**config.mk**
```make
export PLATFORM = sky130hd
export DESIGN_NAME = spi_reg_host
export DESIGN_NICKNAME = d
export VERILOG_FILES = /design/src/rtl/spi_reg_host.sv
export SDC_FILE = /design/constraint.sdc
export NUM_CORES = 1
export LEC_CHECK = 0
export CAP_MARGIN = 25
export CORE_MARGIN = 2
export CORE_UTILIZATION = 30
export DETAILED_ROUTE_END_ITERATION = 8
export DONT_BUFFER_PORTS = 1
export GPL_TIMING_DRIVEN = 0
export PLACE_DENSITY = 0.53
export SLEW_MARGIN = 20
export SYNTH_ARGS = -nofsm -noshare
export SYNTH_HDL_FRONTEND = slang
export SYNTH_SLANG_ARGS = --single-unit
```
**constraint.sdc**
```tcl
create_clock -name clk -period 2.74 [get_ports clk]
set_clock_uncertainty 0.05 [all_clocks]
set_input_delay 0.274 -clock clk [delete_from_list [all_inputs] [get_ports clk]]
set_output_delay 0.274 -clock clk [all_outputs]
set_load 0.01 [all_outputs]
```
**src/rtl/spi_reg_host.sv**
```systemverilog
// SPI mode-0 register initiator: turns a one-cycle start strobe into a CS-framed
// rw/width/addr header followed by write data, or by turnaround cycles and read data.
module spi_reg_host #(
  parameter int ADDR_W    = 6,
  parameter int REG_W     = 32,
  parameter int CLK_DIV   = 4,
  parameter int TURN_BITS = 8,
  parameter int CS_GAP    = 4
) (
  input  logic              clk,
  input  logic              rst_n,
  input  logic              start,
  input  logic              rw,
  input  logic [1:0]        txn_width,
  input  logic [ADDR_W-1:0] addr,
  input  logic [REG_W-1:0]  wdata,
  output logic              busy,
  output logic              done,
  output logic [REG_W-1:0]  rdata,
  output logic              spi_cs_n,
  output logic              spi_clk,
  output logic              spi_mosi,
  input  logic              spi_miso,
  output logic [2:0]        dbg_state
);

  // Command handshake: start is taken only while busy is low (IDLE). rw, txn_width,
  // addr and wdata are captured on that same edge and busy rises the next cycle.
  // There is no backpressure and no queue: a start seen while busy is dropped.

  localparam int HDR_BITS = 3 + ADDR_W;
  localparam int TX_W     = 2 + ADDR_W + REG_W;
  localparam int CNT_W    = $clog2(HDR_BITS + TURN_BITS + REG_W + 1);
  localparam int GAP_W    = $clog2(CS_GAP + 1);

  localparam logic [7:0]       DIV_LAST = 8'(CLK_DIV - 1);
  localparam logic [CNT_W-1:0] HDR_END  = CNT_W'(HDR_BITS - 1);
  localparam logic [CNT_W-1:0] TURN_END = CNT_W'(HDR_BITS + TURN_BITS - 1);
  localparam logic [GAP_W-1:0] GAP_LAST = GAP_W'(CS_GAP - 1);

  typedef enum logic [2:0] {
    S_IDLE  = 3'd0,
    S_SETUP = 3'd1,
    S_HDR   = 3'd2,
    S_TURN  = 3'd3,
    S_WDATA = 3'd4,
    S_RDATA = 3'd5,
    S_HOLD  = 3'd6,
    S_GAP   = 3'd7
  } state_t;

  state_t             state_q, state_d;
  logic [7:0]         div_q, div_d;
  logic [CNT_W-1:0]   cnt_q, cnt_d;
  logic [GAP_W-1:0]   gap_q, gap_d;
  logic [TX_W-1:0]    tx_q, tx_d;
  logic [REG_W-1:0]   rx_q, rx_d;
  logic               rw_q, rw_d;
  logic [1:0]         width_q, width_d;
  logic               cs_n_q, cs_n_d;
  logic               sck_q, sck_d;
  logic               mosi_q, mosi_d;
  logic               done_q, done_d;
  logic [REG_W-1:0]   rdata_q, rdata_d;
  logic               miso_m_q, miso_s_q;

  logic [CNT_W-1:0]   n_bits;
  logic [CNT_W-1:0]   seg_end;
  logic               div_wrap;
  state_t             seg_next;

  function automatic logic [CNT_W-1:0] width_bits(input logic [1:0] w);
    case (w)
      2'b00:   width_bits = CNT_W'(8);
      2'b01:   width_bits = CNT_W'(16);
      default: width_bits = CNT_W'(REG_W);
    endcase
  endfunction

  function automatic logic [REG_W-1:0] width_mask(input logic [1:0] w);
    case (w)
      2'b00:   width_mask = REG_W'(8'hFF);
      2'b01:   width_mask = REG_W'(16'hFFFF);
      default: width_mask = '1;
    endcase
  endfunction

  // Write data is left-aligned so the serializer always sends from the top bit.
  function automatic logic [REG_W-1:0] left_align(input logic [1:0] w,
                                                  input logic [REG_W-1:0] d);
    case (w)
      2'b00:   left_align = {d[7:0], {(REG_W-8){1'b0}}};
      2'b01:   left_align = {d[15:0], {(REG_W-16){1'b0}}};
      default: left_align = d;
    endcase
  endfunction

  // Last bit index (frame-global) of the current shifting segment and where it leads.
  always_comb begin
    n_bits   = width_bits(width_q);
    seg_end  = HDR_END;
    seg_next = S_HOLD;
    case (state_q)
      S_HDR: begin
        seg_end  = HDR_END;
        seg_next = rw_q ? S_WDATA : ((TURN_BITS > 0) ? S_TURN : S_RDATA);
      end
      S_TURN: begin
        seg_end  = TURN_END;
        seg_next = S_RDATA;
      end
      S_WDATA: seg_end = HDR_END + n_bits;
      S_RDATA: seg_end = TURN_END + n_bits;
      default: ;
    endcase
  end

  always_comb begin
    state_d  = state_q;
    div_d    = div_q;
    cnt_d    = cnt_q;
    gap_d    = gap_q;
    tx_d     = tx_q;
    rx_d     = rx_q;
    rw_d     = rw_q;
    width_d  = width_q;
    cs_n_d   = cs_n_q;
    sck_d    = sck_q;
    mosi_d   = mosi_q;
    done_d   = 1'b0;
    rdata_d  = rdata_q;
    div_wrap = (div_q == DIV_LAST);

    case (state_q)
      S_IDLE: begin
        if (start) begin
          state_d = S_SETUP;
          rw_d    = rw;
          width_d = txn_width;
          tx_d    = {txn_width, addr, rw ? left_align(txn_width, wdata) : {REG_W{1'b0}}};
          rx_d    = '0;
          cnt_d   = '0;
          div_d   = '0;
          cs_n_d  = 1'b0;
          sck_d   = 1'b0;
          mosi_d  = rw;
        end
      end

      S_SETUP: begin
        div_d = div_wrap ? 8'd0 : div_q + 8'd1;
        if (div_wrap) state_d = S_HDR;
      end

      S_HDR, S_TURN, S_WDATA, S_RDATA: begin
        div_d = div_wrap ? 8'd0 : div_q + 8'd1;
        if (div_wrap) begin
          if (!sck_q) begin
            sck_d = 1'b1;
          end else begin
            // End of the high half: sample MISO, then present the next bit as SCK falls.
            sck_d  = 1'b0;
            if (state_q == S_RDATA) rx_d = {rx_q[REG_W-2:0], miso_s_q};
            mosi_d = tx_q[TX_W-1];
            tx_d   = {tx_q[TX_W-2:0], 1'b0};
            cnt_d  = cnt_q + 1'b1;
            if (cnt_q == seg_end) state_d = seg_next;
          end
        end
      end

      S_HOLD: begin
        div_d = div_wrap ? 8'd0 : div_q + 8'd1;
        if (div_wrap) begin
          state_d = S_GAP;
          cs_n_d  = 1'b1;
          mosi_d  = 1'b0;
          done_d  = 1'b1;
          gap_d   = '0;
          if (!rw_q) rdata_d = rx_q & width_mask(width_q);
        end
      end

      S_GAP: begin
        if (gap_q == GAP_LAST) state_d = S_IDLE;
        else gap_d = gap_q + 1'b1;
      end

      default: state_d = S_IDLE;
    endcase
  end

  always_ff @(posedge clk) begin
    if (!rst_n) begin
      state_q  <= S_IDLE;
      div_q    <= '0;
      cnt_q    <= '0;
      gap_q    <= '0;
      tx_q     <= '0;
      rx_q     <= '0;
      rw_q     <= 1'b0;
      width_q  <= '0;
      cs_n_q   <= 1'b1;
      sck_q    <= 1'b0;
      mosi_q   <= 1'b0;
      done_q   <= 1'b0;
      rdata_q  <= '0;
      miso_m_q <= 1'b0;
      miso_s_q <= 1'b0;
    end else begin
      state_q  <= state_d;
      div_q    <= div_d;
      cnt_q    <= cnt_d;
      gap_q    <= gap_d;
      tx_q     <= tx_d;
      rx_q     <= rx_d;
      rw_q     <= rw_d;
      width_q  <= width_d;
      cs_n_q   <= cs_n_d;
      sck_q    <= sck_d;
      mosi_q   <= mosi_d;
      done_q   <= done_d;
      rdata_q  <= rdata_d;
      miso_m_q <= spi_miso;
      miso_s_q <= miso_m_q;
    end
  end

  assign busy      = (state_q != S_IDLE);
  assign done      = done_q;
  assign rdata     = rdata_q;
  assign spi_cs_n  = cs_n_q;
  assign spi_clk   = sck_q;
  assign spi_mosi  = mosi_q;
  assign dbg_state = state_q;

endmodule

```
==> summary.txt <==
Post-DP Area = 6441 sq um
Tot GR Track Use = 16.00%
Pre-Repair DR Iteration Count = 5
Final period util = 90.95%
Hold WS = 17.31 ps
Pleak = 2.501 nW
clock latency on the worst-skew pair = 420 ps
largest net degree at the start of global routing = 17
R2R cell count = 7
final worst-path setup slack = 248.1 ps
Max-cap violations = 0
Cells after Synth = 737
hold path startpoint = wdata[11]
status = completed
Initial Utilization = 30.36%
Routed wire per std cell = 16.15 um
Final Instance Area = 7219 sq um
Layout Nets = 829
vias in the first global route = 5156
Unique masters post-synth = 60
Post-Syn Nets = 788
fin cells = 1061
Core Util, Final = 35.91%
DP HPWL = 12.26 mm
synth warn = 0
Top Ports = 85
port bufs = 0
worst min-delay path class = in -> reg
antenna-violating nets left = 0
first-pass GRT wire length = 27.40 mm
Area Overhead vs Synth = 18.29%
Core Region = 20100 sq um
fmax = 401.3 MHz
hold path depth = 2
Clk pin slew, worst setup/hold paths = 60 ps
mapped cell area = 6103 sq um
grt total ovfl = 0
setup_tns = 0 ps
fin crit period = 2492 ps
r2r endpoint = dbg_state[1]$_SDFFE_PN0P_
peak supply drop = 0.0004648 V
Die X = 146.6 um
final WL = 17.13 mm
arrival time at the worst endpoint = 2750 ps
fraction of registers with async set/reset = 0%
Clock Sinks = 133
antenna violations before repair = 0
DR vias/cell = 5.079
Via Count = 5389
Worst Setup Start Kind = register
RSZ-0062 raised after global routing = no
slack of the worst reg-to-reg path = 250 ps
Tot Pwr = 4.588 mW
Cells after DPL = 1007
H-tree levels = 4
hold endpoint = tx_q[11]$_SDFFE_PN0P_
sequential fraction of the synthesis area = 43.62%
n_diodes = 0
critical path capture point type = register
relative slew slack = 53.92%
pre-CTS setup slack = 154.1 ps
Worst Path Max Fanout = 10
Die ar. = 21500 sq um
Post-route DRC = 0
Worst Path Required = 3000 ps
final setup fails = 0
ys flop type = dfxtp_1
Die Span Y = 146.6 um
Site Rows = 52
Syn Area/Cell = 8.281 sq um
number of register bits inferred by synthesis = 133
drt initial violations = 334
pwr/cell area = 635.5 nW/um^2
share of layout cells above drive strength 1 = 9.608%
final hold viol count = 0
CTS tree = yes
CTS max path bufs = 2
Post-synth EDFFs = 0
Num CTS Buffers = 17
Critical R2R Launch = dbg_state[2]$_SDFFE_PN0P_
worst slew pin tran = 691.3 ps
Slew Viols, Final = 0
clock root buffer = clkbuf_16
Final Wtd Congestion = 0.8549
Crit Path Category = reg -> reg
==> layer usage <==
metal  up-vias  track usage [%]  part of all wire (%)
met3        22            4.875                   7.0
met5         -                0                     0
met4         0            4.417                   1.5
met1      2486            22.07                    48
met2       171            24.20                    43
li1       2710                -                     -
==> cell usage after synthesis (2+ instances only) <==
library cell    n  share of area, %
nand2_1       101               6.2
a32oi_1         2              0.29
buf_1           4              0.25
a311oi_1       24               3.4
nor3_1         12              0.98
a221oi_2        7               1.7
or3_1           2              0.20
nand2b_1       35               3.6
nand3_1        86               7.1
o21ai_0        18               1.5
a31oi_1         3              0.31
buf_2          16               1.3
ha_1            6               1.2
or2_2           3              0.31
and3_1          2              0.20
nor3b_1         2              0.25
inv_1          11              0.68
nor4b_4         2              0.78
nor4_1          5              0.51
nand4_1         5              0.51
dfxtp_1       133                44
xor2_1          7               1.0
o31ai_1         2              0.25
nor2_1         55               3.4
and3b_1         2              0.29
a211oi_1        2              0.25
and2_1          5              0.51
mux2i_1         9               1.5
a21oi_1        76               6.2
a221o_1         8               1.3
buf_6           2              0.37
a211o_1         2              0.29
nor2b_1         2              0.20
clkbuf_1       41               2.5
o211a_1         8               1.3
xnor2_1         6              0.86
a22o_1          8               1.1
==> cell usage in the layout (no fill, tap or decap), types with 5 or more instances in the layout <==
master	count
dfxtp_1	133
nand2_1	101
nand3_1	86
a21oi_1	76
nor2_1	55
clkbuf_1	40
nand2b_1	35
a311oi_1	24
dlygate4sd3_1	20
o21ai_0	18
clkbuf_16	17
buf_2	16
nor3_1	12
inv_1	11
mux2i_1	9
a221o_1	8
o211a_1	8
a22o_1	8
xor2_1	7
a221oi_2	7
xnor2_1	6
ha_1	6
and2_1	5
nand4_1	5
nor4_1	5
==> worst max path at each step <==
stage | slack, ps | cells past startpoint | endpoint | startpoint
final | 250 | 7 | dbg_state[1]$_SDFFE_PN0P_ | dbg_state[2]$_SDFFE_PN0P_
after global routing | 60 | 7 | dbg_state[1]$_SDFFE_PN0P_ | dbg_state[2]$_SDFFE_PN0P_
after CTS | 140 | 6 | tx_q[3]$_SDFFE_PN0P_ | div_q[0]$_SDFFE_PN0P_
after detailed placement | 150 | 6 | tx_q[3]$_SDFFE_PN0P_ | div_q[0]$_SDFFE_PN0P_
after global placement | 190 | 6 | tx_q[4]$_SDFFE_PN0P_ | div_q[0]$_SDFFE_PN0P_
after floorplan | 600 | 7 | dbg_state[1]$_SDFFE_PN0P_ | width_q[1]$_SDFFE_PN0P_
==> layout make-up <==
| type | count | area, sq um |
|---|---|---|
| buffer | 63 | 276.5 |
| clock buffer | 18 | 429.2 |
| clock inverter | 14 | 128.9 |
| fill | 2105 | 12880 |
| inverter | 11 | 41.29 |
| multi-input combinational | 529 | 3120 |
| sequential | 133 | 2663 |
| tap | 270 | 337.8 |
| timing repair buffer | 23 | 222.7 |
==> worst max-delay path, stage by stage (launching register included) <==
cell and delay (ps):
dfxtp_1 350, buf_2 220, clkbuf_1 250, nor3_1 420, inv_1 180, a311o_1 320, nor4_2 270, mux2i_1 320
==> state kept, by name (all words and copies together) (netlist names) <==
register	cells
miso_m_q	1
spi_mosi	1
rx_q	32
miso_s_q	1
done	1
dbg_state	3
rdata	32
spi_clk	1
gap_q	3
cnt_q	6
spi_cs_n	1
rw_q	1
width_q	2
tx_q	40
div_q	8
==> kinds of logic (layout without fill, tap and decap cells) <==
kind of cell,after synthesis,count (layout),share of synthesized area [%]
buffers and inverters,75,129,5.248
flip-flops,133,133,43.62
AND/OR/NAND/NOR,329,329,26.57
adder cells (fa/ha/maj),6,6,1.230
AO/OA/AOI/OAI,171,171,19.72
multiplexers,9,9,1.476
XOR/XNOR,14,14,2.132
==> power by group <==
part	internal [mW]	total, mW	switching [mW]
clock	1.26	2.17	0.912
combinational	0.150	0.385	0.234
sequential	1.99	2.03	0.0411
==> timing repair <==
item                                   CTS  global route
endpoints found under the hold margin   20             0
setup buffers                            0             3
resized for setup                        0             2
setup endpoints to repair                0            22
hold buffers                            20             0
Note: power is estimated with default switching activity, not from simulation.
